File: src/rtl/apb_request_arbiter.sv
// rtl/apb_request_arbiter.sv - round-robin arbiter driving one APB master port from NUM_REQ requesters
module apb_request_arbiter #(
  parameter int NUM_REQ = 4
) (
  input  logic                    clk,
  input  logic                    n_rst,
  input  logic [NUM_REQ-1:0]      req,
  input  logic [NUM_REQ-1:0]      req_write,
  input  logic [NUM_REQ*32-1:0]   req_addr,
  input  logic [NUM_REQ*32-1:0]   req_wdata,
  output logic [NUM_REQ-1:0]      grant,
  output logic [NUM_REQ-1:0]      rsp_valid,
  output logic [31:0]             rsp_rdata,
  output logic                    rsp_err,
  output logic [31:0]             PADDR,
  output logic [31:0]             PWDATA,
  output logic                    PWRITE,
  output logic                    PSEL,
  output logic                    PENABLE,
  input  logic [31:0]             PRDATA,
  input  logic                    pslverr
);

  localparam int IDX_W = $clog2(NUM_REQ);

  // Every transfer walks all four states; DONE doubles as the mandatory
  // idle bus cycle so PSEL can never stay high across two transfers.
  typedef enum logic [1:0] {
    ST_IDLE   = 2'd0,
    ST_SETUP  = 2'd1,
    ST_ACCESS = 2'd2,
    ST_DONE   = 2'd3
  } state_t;

  state_t           state;
  state_t           state_next;

  logic [IDX_W-1:0] rr_ptr;      // last requester served
  logic [IDX_W-1:0] owner;       // requester owning the current transfer
  logic [IDX_W-1:0] winner;      // arbitration result for this cycle
  logic [IDX_W-1:0] cand;
  logic             any_req;
  int               scan_idx;

  logic             sel_write;
  logic [31:0]      sel_addr;
  logic [31:0]      sel_wdata;

  logic             accept;

  // Round-robin pick: first set req bit scanning upward from rr_ptr+1 with wrap
  always_comb begin
    any_req  = 1'b0;
    winner   = '0;
    scan_idx = 0;
    cand     = '0;
    for (int k = 1; k <= NUM_REQ; k++) begin
      scan_idx = (int'(rr_ptr) + k) % NUM_REQ;
      cand     = IDX_W'(scan_idx);
      if (!any_req && req[cand]) begin
        any_req = 1'b1;
        winner  = cand;
      end
    end
  end

  // Steer the winning requester's command fields toward the bus registers
  always_comb begin
    sel_write = 1'b0;
    sel_addr  = '0;
    sel_wdata = '0;
    for (int j = 0; j < NUM_REQ; j++) begin
      if (winner == IDX_W'(j)) begin
        sel_write = req_write[j];
        sel_addr  = req_addr[j*32 +: 32];
        sel_wdata = req_wdata[j*32 +: 32];
      end
    end
  end

  // A command is accepted only in IDLE, out of reset, with someone asking
  assign accept = (state == ST_IDLE) && any_req && n_rst;

  // State register
  always_ff @(posedge clk) begin
    if (!n_rst) begin
      state <= ST_IDLE;
    end else begin
      state <= state_next;
    end
  end

  // Next-state and per-state outputs; grant and rsp_valid are single-cycle pulses
  always_comb begin
    state_next = state;
    PSEL       = 1'b0;
    PENABLE    = 1'b0;
    grant      = '0;
    rsp_valid  = '0;
    case (state)
      ST_IDLE: begin
        if (accept) begin
          grant[winner] = 1'b1;
          state_next    = ST_SETUP;
        end
      end
      ST_SETUP: begin
        PSEL       = 1'b1;
        state_next = ST_ACCESS;
      end
      ST_ACCESS: begin
        PSEL       = 1'b1;
        PENABLE    = 1'b1;
        state_next = ST_DONE;
      end
      ST_DONE: begin
        rsp_valid[owner] = 1'b1;
        state_next       = ST_IDLE;
      end
      default: begin
        state_next = ST_IDLE;
      end
    endcase
  end

  // Command latch: bus address/data/direction hold from grant until the next grant
  always_ff @(posedge clk) begin
    if (!n_rst) begin
      PADDR  <= '0;
      PWDATA <= '0;
      PWRITE <= 1'b0;
      owner  <= '0;
    end else if (accept) begin
      PADDR  <= sel_addr;
      PWDATA <= sel_wdata;
      PWRITE <= sel_write;
      owner  <= winner;
    end
  end

  // Capture slave response at the end of ACCESS; a clean write returns zero data,
  // while an erroring write passes the slave's error word through
  always_ff @(posedge clk) begin
    if (!n_rst) begin
      rsp_rdata <= '0;
      rsp_err   <= 1'b0;
    end else if (state == ST_ACCESS) begin
      rsp_rdata <= (PWRITE && !pslverr) ? 32'h0 : PRDATA;
      rsp_err   <= pslverr;
    end
  end

  // Round-robin pointer advances to the owner once its transfer completes;
  // reset value NUM_REQ-1 gives requester 0 first priority
  always_ff @(posedge clk) begin
    if (!n_rst) begin
      rr_ptr <= IDX_W'(NUM_REQ - 1);
    end else if (state == ST_DONE) begin
      rr_ptr <= owner;
    end
  end

endmodule

File: config.mk
export PLATFORM = sky130hd
export DESIGN_NAME = apb_request_arbiter
export DESIGN_NICKNAME = d
export VERILOG_FILES = /design/src/rtl/apb_request_arbiter.sv
export SDC_FILE = /design/constraint.sdc
export NUM_CORES = 1
export LEC_CHECK = 0
export BUFFER_PORTS_ARGS = -buffer_cell sky130_fd_sc_hd__buf_2
export CAP_MARGIN = 10
export CORE_AREA = 8 8 152 154
export CTS_CLUSTER_DIAMETER = 100
export DETAILED_ROUTE_END_ITERATION = 16
export DIE_AREA = 0 0 160 162
export GPL_TIMING_DRIVEN = 1
export HOLD_SLACK_MARGIN = 0.02
export RECOVER_POWER = 25
export SLEW_MARGIN = 10
export SYNTH_ARGS = -nofsm -noshare
export SYNTH_HDL_FRONTEND = slang
export SYNTH_SLANG_ARGS = --single-unit
File: constraint.sdc
create_clock -name clk -period 2.3 [get_ports clk]
set_input_delay 0.345 -clock clk [delete_from_list [all_inputs] [get_ports clk]]
set_output_delay 0.345 -clock clk [all_outputs]
set_load 0.01 [all_outputs]
* Word level (Yosys, flattened, before mapping)
Index checks and enable logic that the tools add are counted.
** Word-level totals
- Input port bits :: 299
- Flip-flop bits (word level) :: 104
- Logic and storage cells :: 82
** Operators by class
- Reduce and logical (&&, ||, !) cells :: 15
- Add/subtract/negate cells :: 4
- Order comparisons :: 8
- Muxes and demuxes :: 40
- Equal/unequal tests :: 7
** Operator list (number)
- $mux W32 :: 9
- $lt A2 B3 Y1 const B :: 6
- $mux W1 :: 16
- $mux W4 :: 3
- $mux W2 :: 5
- $bmux W1 S2 :: 4
- $eq A2 B2 Y1 const B :: 4
- $logic_and A1 B1 Y1 :: 8
- $pmux W2 S4 :: 1
- $add A2 B1 Y2 const B :: 2
- $add A2 B2 Y2 const B :: 2
- $demux W1 S2 :: 2
- $eq A2 B1 Y1 const B :: 2
- $ge A2 B1 Y1 const B :: 2
- $logic_not A1 Y1 :: 4
- $logic_not A2 Y1 :: 2
- $ne A2 B2 Y1 const B :: 1
- $reduce_or A2 Y1 :: 1

* Logic depth before layout (Yosys ltp)
Gate-level depths: netlist of the first run.
- Depth after elaboration :: 19
- Gate-level depth with buffers :: 9

* Least setup slack after synthesis of the first run
No wires, ideal clock.
- Kind :: input to output
- Start :: in req[3]
- End :: out grant[1]
- Path buffers :: 4
- Path slack :: 0.181 ns
- Arrival :: 1.774 ns
- Stages :: 7
- Cells stage by stage :: buf_2 -> nor2b_1 -> o311a_1 -> buf_6 -> buf_2 -> buf_2 -> nor3_1
** On the way
- Cells in the longest elaborated chain, start to end :: 18
** Ends and longest elaborated chain
- from (decl) :: line 7 : input logic [NUM_REQ-1:0] req,
- $bmux W1 S2 :: line 60 : if (!any_req && req[cand]) begin
- $mux W1 (implied by the code) :: line 60
- $mux W1 :: line 60
- $logic_not A1 Y1 :: line 60
- $logic_and A1 B1 Y1 :: line 60
- $mux W1 :: line 60
- $logic_not A1 Y1 :: line 60
- $logic_and A1 B1 Y1 :: line 60
- (+2 left out)
- $logic_and A1 B1 Y1 :: line 60
- $mux W2 :: line 60
- $lt A2 B3 Y1 (implied by the code) / $ge A2 B1 Y1 (equally long branches) :: line 103 : grant[winner] = 1'b1;
- $logic_and A1 B1 Y1 (implied by the code) :: line 103
- $mux W1 (implied by the code) :: line 103
- $demux W1 S2 :: line 103
- $mux W4 * :: line 102 : if (accept) begin
- $mux W4 * :: line 100 : case (state)
- to (decl) :: line 11 : output logic [NUM_REQ-1:0] grant,
Mark *: on every way between the ends. The rest lies on a longest branch, timed or not. The select of a mux whose other input is x is not followed.

* Final worst setup path of the first run
- Start :: reg rr_ptr[1]
- End :: out grant[1]
** On the way
- Cells in the longest elaborated chain, start to end :: 19
** Ends and longest elaborated chain
- from (decl) :: line 38 : logic [IDX_W-1:0] rr_ptr;
- from (signal assigned) :: line 157 : rr_ptr <= IDX_W'(NUM_REQ - 1);
- from (signal assigned) :: line 159 : rr_ptr <= owner;
- $add A2 B1 Y2 :: line 58 : scan_idx = (int'(rr_ptr) + k) % NUM_REQ;
- $bmux W1 S2 :: line 60
- $mux W1 (implied by the code) :: line 60
- $mux W1 :: line 60
- $logic_not A1 Y1 :: line 60
- $logic_and A1 B1 Y1 :: line 60
- $mux W1 :: line 60
- $logic_not A1 Y1 :: line 60
- (+3 left out)
- $logic_and A1 B1 Y1 :: line 60
- $mux W2 :: line 60
- $lt A2 B3 Y1 (implied by the code) / $ge A2 B1 Y1 (equally long branches) :: line 103
- $logic_and A1 B1 Y1 (implied by the code) :: line 103
- $mux W1 (implied by the code) :: line 103
- $demux W1 S2 :: line 103
- $mux W4 * :: line 102
- $mux W4 * :: line 100
Marks and branches as above.

==> run summary, run 1 <==
======================================================================================================
Clk Tree Root Cell                                                                        sky130_fd_sc_hd__clkbuf_16
Layer with the highest usage                                                                      met2
Cell area after synthesis                                                                   5490 sq um
Synthesized netlist net count                                                                      922
Post-Route Hold Slack                                                                         0.180 ns
Synth Area in Compound Gates                                                                     30.1%
Largest net degree at the start of global routing                                                   59
Clock tree from TritonCTS                                                                         done
Part of the cycle the worst path needs                                                           97.0%
Buffer levels on the longest clock path                                                              2
CP Class                                                                                  flip-flop to output port
Detailed-route wire length                                                                    25800 um
Commonest non-fill, non-tap cells in the layout                                           sky130_fd_sc_hd__buf_2 (357), sky130_fd_sc_hd__dfxtp_1 (102), sky130_fd_sc_hd__nor2b_1 (67), sky130_fd_sc_hd__nand2_1 (57), sky130_fd_sc_hd__a21oi_1 (56)
Final routed DRC violation total                                                                     0
Post-synth EDFFs                                                                                     0
Met2 Usage GRT                                                                                   30.7%
Maximum level of the CTS H-tree                                                                      3
Synthesized area divided by synthesized cell count                                          8.85 sq um
Peak fanout along the critical path                                                                 42
Number of pins with negative max-slew slack in the final report                                      0
Cell internal power dissipation                                                              0.00455 W
Worst Reg-to-Reg Cells                                                                               6
Sequential group share of total power                                                            34.4%
Largest family of logic cells by synthesized area                                         compound AO/OA/AOI/OAI gates
Met1 usage                                                                                       22.8%
Count of final hold-check violations                                                                 0
Fin Clk Skew                                                                                 0.0106 ns
Post-DRT Antenna Nets                                                                                0
Path category of the worst min-delay check                                                input pin to flip-flop
Height of the die                                                                               162 um
Yosys warning count                                                                                  0
Num Clock Sinks                                                                                    104
Vias in the first global route                                                                    6653
Switch Pwr                                                                                   0.00305 W
Maximum vdd ir drop                                                                             445 uV
PortBufs                                                                                           406
Count of nets after finishing                                                                     1317
Final min period                                                                               2.23 ns
Standby leakage power                                                                          3.79 nW
Non-filler cells, final                                                                           1298
Pre-antenna DRT Iters                                                                                7
Global-route wire length before repair                                                        39000 um
Share of async-settable or async-resettable flops after synthesis                                   0%
Gate count of the mapped netlist                                                                   620
Fraction of layout cells with a size suffix above 1                                              45.5%
Share of synthesized cell area in full adder, half adder and majority cells                     0.684%
Number of vias per cell                                                                           5.02
Number of unique standard cell types used by synthesis                                              40
Number of vias after detailed routing                                                             6510
Antenna violations before repair                                                                     4
Share of total power in the clock network                                                        20.8%
Share of synthesized cell area in and, or, nand and nor gates                                    17.3%
Area enclosed by the die boundary                                                          25900 sq um
Power per cell area                                                                        914 nW/um^2
Area Growth Syn to Fin                                                                           51.6%
Worst skew pair latency                                                                        0.36 ns
Number of endpoints failing setup at the final stage                                                 0
Relative contribution of combinational cells to total power                                      44.9%
Most common cell after layout, fill and taps aside                                        sky130_fd_sc_hd__buf_2
Initial Util                                                                                     26.5%
Hold Path Cell Cnt                                                                                   2
Switch share                                                                                     40.1%
Number of violations reported at the end of detailed-routing iteration 0                           451
Top Ports                                                                                          407
CORE AREA                                                                                  20700 sq um
Inserted Clock Buffers                                                                               9
Pin slew with the least headroom to its limit                                                 0.561 ns
Horizontal extent of the die                                                                    160 um
Required time of the worst setup path                                                          1.96 ns
Worst setup EP type                                                                        output port
Global-route total usage across every layer                                                      18.8%
Detail-routed net length per standard cell                                                     19.9 um
Number of placed instances with taps included                                                     1273
Worst slew margin relative to its limit                                                          62.6%
Core Rows                                                                                           53
Data arrival, critical path                                                                    1.89 ns
Proportion of synthesized area in mux cells                                                      9.05%
Category of the worst setup path launch point                                                flip-flop
RD Place Congestion                                                                              0.848
Global Route met3 Usage                                                                          6.68%
Status                                                                                    finished clean
HPWL after detailed placement                                                                 20100 um
Clock transition at the register clock pins on the worst setup and hold paths after CTS        0.08 ns
Remaining global-route overflow                                                                      0
Xor/xnor share of the synthesized area                                                              0%
Portion of the post-synthesis area used by sequential elements                                   37.9%
Register bit total from synthesis                                                                  104
Fmax achieved                                                                                0.448 GHz
Flip-flop cell with the highest count after synthesis                                     sky130_fd_sc_hd__dfxtp_1
Max_cap viols                                                                                        0
======================================================================================================
per-stage QoR:
step	setup slack (ns)	total power [W]	area, sq um	utilization, %	TNS [ns]
CTS	-0.00450	0.00771	8310	40.2	-0.00450
detailed placement	0.0880	0.00606	7970	38.5	0
finish	0.0681	0.00760	8320	40.2	0
global placement	0.121	0.00603	7970	38.5	0
global route	-0.000342	0.00815	8320	40.2	-0.000342
floorplan	0.181	0.00451	5490	-	0
cell usage after synthesis, drive strengths merged (3+ instances only):
cell     count  area [sq um]
and3         5          31.3
o2bb2ai     25           219
a32o        20           200
clkbuf      46           173
ha           3          37.5
a222oi      22           220
o211ai       5          37.5
buf         12          78.8
nor2b       68           425
a22oi        4          30.0
nand2       58           218
mux2i        5          50.1
a221oi      16           140
nand3       22           110
inv          4          15.0
nor2         9          33.8
a21oi       58           290
mux2        38           447
and2         3          18.8
o22a        20           175
nand2b       9          56.3
o21ai       43           215
nor3         4          30.0
a21boi       3          22.5
dfxtp      104          2080
cells by family after synthesis:
kind of cell / count (synthesis)
AOI/OAI and AO/OA: 226
adders and majority gates: 3
buffers and inverters: 62
DFF: 104
muxes: 43
and+or+nand+nor: 182
critical path: stages (launching register included):
cell                      delay (ns)
sky130_fd_sc_hd__dfxtp_2        0.36
sky130_fd_sc_hd__or3b_4         0.43
sky130_fd_sc_hd__o311a_4        0.15
sky130_fd_sc_hd__buf_12         0.18
sky130_fd_sc_hd__nor3_4         0.21
sky130_fd_sc_hd__buf_2          0.16
layout make-up:
cell class	instances	area [sq um]
inverter	4	15.0
sequential	104	2080
multi-input combinational	454	3250
clock inverter	7	72.6
timing repair buffer	442	2320
antenna	3	7.51
fill	2180	12400
clock buffer	9	225
tap	275	344
worst paths after layout:
path | from | endpoint | slack, ns
hold reg to reg | PADDR[26] | PADDR[26] | 0.46
hold / removal | req_wdata[108] | PWDATA[12] | 0.18
setup / recovery | rr_ptr[1] | grant[1] | 0.07
setup reg to reg | rr_ptr[0] | PADDR[30] | 0.26
sequential cells by signal (all words and copies together) (netlist names):
signal	count
state	2
PWRITE	1
PADDR	32
rr_ptr	2
rsp_rdata	32
rsp_err	1
owner	2
PWDATA	32
what timing repair did:
item,CTS,global route
cloned,0,0
endpoints found under the hold margin,0,0
buffers inserted,2,4
hold buffers,0,0
resized for setup,5,11
pin swaps,2,2
endpoints found under the setup margin,4,4
metal layers:
metal / vias to the layer above / share of wire, %
li1: 3132 / -
met1: 3048 / 42
met2: 300 / 48
met3: 28 / 8.3
met4: 2 / 1.7
met5: - / 0.050
power by group through the flow:
| stage | Sequential (W) | Combinational [W] | Clock [W] |
|---|---|---|---|
| floorplan | 0.00284 | 0.00168 | 0 |
| global placement | 0.00263 | 0.00340 | 0 |
| detailed placement | 0.00262 | 0.00343 | 0 |
| CTS | 0.00260 | 0.00348 | 0.00163 |
| global route | 0.00267 | 0.00376 | 0.00172 |
| finish | 0.00261 | 0.00341 | 0.00158 |
Note: power is estimated with default switching activity, not from simulation.
==> inputs of run 2 (changes only) <==
CELL_PAD_IN_SITES_DETAIL_PLACEMENT = 0   (was default)
CELL_PAD_IN_SITES_GLOBAL_PLACEMENT = 1   (was default)
CORE_AREA = 8 8 154 156   (was 8 8 152 154)
DIE_AREA = 0 0 162 164   (was 0 0 160 162)
PLACE_DENSITY_LB_ADDON = 0.1   (was default)
==> run 2 against run 1 <==
Routed wire length rose by 5.4%. Utilization fell by 1.6 points. Design area fell by 0.93%. Power fell by 1.6%. Clock power fell by 6%. Critical endpoint unchanged. Largest cell class unchanged. Largest power group unchanged.
==> run summary, run 2 (synthesis results as in run 1) <==
======================================================================================================
Num Clock Sinks                                                                                    104   unchanged
Detail-routed net length per standard cell                                                     20.9 um   +5.2%
Number of violations reported at the end of detailed-routing iteration 0                           370   -18%
Clock tree from TritonCTS                                                                         done
Remaining global-route overflow                                                                      0   unchanged
Horizontal extent of the die                                                                    162 um   +1.3%
Clock transition at the register clock pins on the worst setup and hold paths after CTS        0.08 ns   about the same
Post-DRT Antenna Nets                                                                                0   unchanged
Count of nets after finishing                                                                     1313   -0.30%
Area enclosed by the die boundary                                                          26600 sq um   +2.5%
Area of placed instances                                                                    7950 sq um   -0.28%
Number of pins with negative max-slew slack in the final report                                      0   unchanged
Initial Util                                                                                     25.7%   -0.82 points
Status                                                                                    finished clean
Worst skew pair latency                                                                        0.35 ns   about the same
Most common cell after layout, fill and taps aside                                        sky130_fd_sc_hd__buf_2
Core Rows                                                                                           54   +1.9%
Fin Clk Skew                                                                                0.00790 ns   -0.00268 ns
HPWL after detailed placement                                                                 20900 um   +4.0%
Power per cell area                                                                        908 nW/um^2   -0.70%
Vias in the first global route                                                                    6741   +1.3%
Maximum vdd ir drop                                                                             360 uV   -19%
Biggest regs                                                                              PADDR x32, PWDATA x32, rsp_rdata x32
# hold bufs at CTS                                                                                   0   unchanged
Number of vias per cell                                                                           4.92   -1.9%
Detailed-route wire length                                                                    27200 um   +5.4%
Top Ports                                                                                          407   unchanged
Number of endpoints failing setup at the final stage                                                 0   unchanged
Height of the die                                                                               164 um   +1.2%
Utilization after layout                                                                         38.6%   -1.6 points
Peak fanout along the critical path                                                                 26   -38%
Pre-antenna DRT Iters                                                                                5   -2
Pin slew with the least headroom to its limit                                                 0.695 ns   +0.134 ns
Number of vias after detailed routing                                                             6395   -1.8%
Category of the worst setup path launch point                                                flip-flop
CORE AREA                                                                                  21400 sq um   +3.2%
Part of the cycle the worst path needs                                                           95.7%   -1.3 points
Standby leakage power                                                                          3.73 nW   -1.5%
Worst slew margin relative to its limit                                                          53.4%   -9.2 points
Buffer levels on the longest clock path                                                              2   unchanged
Final routed DRC violation total                                                                     0   unchanged
Required time of the worst setup path                                                          1.96 ns   about the same
Design Area, Final                                                                          8240 sq um   -0.93%
Fmax achieved                                                                                0.454 GHz   +1.4%
Fraction of layout cells with a size suffix above 1                                              44.6%   -0.90 points
Clk Tree Root Cell                                                                        sky130_fd_sc_hd__clkbuf_16
CP Class                                                                                  flip-flop to output port
Global-route wire length before repair                                                        40200 um   +3.3%
RD Place Congestion                                                                              0.799   -5.8%
Commonest non-fill, non-tap cells in the layout                                           sky130_fd_sc_hd__buf_2 (353), sky130_fd_sc_hd__dfxtp_1 (102), sky130_fd_sc_hd__nor2b_1 (68), sky130_fd_sc_hd__a21oi_1 (57), sky130_fd_sc_hd__nand2_1 (57)
Max_cap viols                                                                                        0   unchanged
Count of final hold-check violations                                                                 0   unchanged
Maximum level of the CTS H-tree                                                                      3   unchanged
Worst setup EP type                                                                        output port
RSZ-0062 raised after global routing                                                                no
Global-route total usage across every layer                                                      19.6%   +0.77 points
Path category of the worst min-delay check                                                input pin to flip-flop
Final min period                                                                               2.20 ns   -0.0303 ns
Data arrival, critical path                                                                    1.86 ns   -0.03 ns
PortBufs                                                                                           406   unchanged
Largest net degree at the start of global routing                                                   49   -17%
Antenna violations before repair                                                                     5   +1
Inserted Clock Buffers                                                                               9   unchanged
Post-Route Hold Slack                                                                         0.194 ns   +0.0137 ns
Area Growth Syn to Fin                                                                           50.2%
======================================================================================================
## run 2: cell count changes in the layout (fill, tap and decap cells not counted), sizes merged
cell    before  now
buf        393  386
clkbuf      58   64
clkinv       2    3
diode        3    4
inv          8    4
## run 2: metrics by stage
stage | std cells | worst slack (ns) | TNS, ns | power (W)
2_1_floorplan | 620 | 0.181 | 0 | 0.00451
3_3_place_gp | 1275 | 0.119 | 0 | 0.00608
3_5_place_dp | 1275 | 0.0931 | 0 | 0.00607
4_1_cts | 1296 | -0.0110 | -0.0201 | 0.00766
5_1_grt | 1299 | 0.00228 | 0 | 0.00804
6_report | 1300 | 0.0984 | 0 | 0.00748
## run 2: repair_timing
item                       CTS  global route
setup endpoints to repair    4             4
pin swaps                    3             1
setup buffers                5             0
hold endpoints to repair     0             0
gates resized for setup      7             6
## run 2: path summary, 6_finish.rpt
kind | depth (start not counted) | from | slack [ns] | end
worst max register to register | 6 | rr_ptr[1] | 0.25 | PWDATA[23]
worst min-delay path | 2 | req_wdata[97] | 0.19 | PWDATA[1]
worst min register to register | 1 | PADDR[12] | 0.47 | PADDR[12]
worst max-delay path | 5 | rr_ptr[1] | 0.1 | grant[1]
## run 2: critical path, cell delays in order, from the launching register on
cell	delay, ns
sky130_fd_sc_hd__dfxtp_2	0.36
sky130_fd_sc_hd__or3b_4	0.42
sky130_fd_sc_hd__o311a_4	0.16
sky130_fd_sc_hd__buf_12	0.18
sky130_fd_sc_hd__nor3_2	0.21
sky130_fd_sc_hd__buf_2	0.17
## run 2: metal layers
layer | global-route usage (%) | wire [um]
met1 | 22.8 | 11100
met3 | 6.19 | 2110
met2 | 33.7 | 13400
met4 | 6.48 | 590
met5 | 0 | 22
## run 2: layout make-up
| type | count | area, sq um |
|---|---|---|
| diodes | 4 | 10.0 |
| inverters | 4 | 15.0 |
| multi-input cells | 454 | 3230 |
| clock buffers | 12 | 246 |
| well taps | 280 | 350 |
| flip-flops and latches | 104 | 2080 |
| fillers | 2375 | 13100 |
| clock inverters | 4 | 30.0 |
| repair buffers | 438 | 2270 |
## run 2: report_power, final
group          leakage (nW)  internal (W)  total (W)  switching (W)
sequential            0.856       0.00233    0.00259       0.000266
combinational          2.74       0.00143    0.00340        0.00198
clock                 0.133      0.000769    0.00149       0.000718
total                  3.73       0.00452    0.00748        0.00296
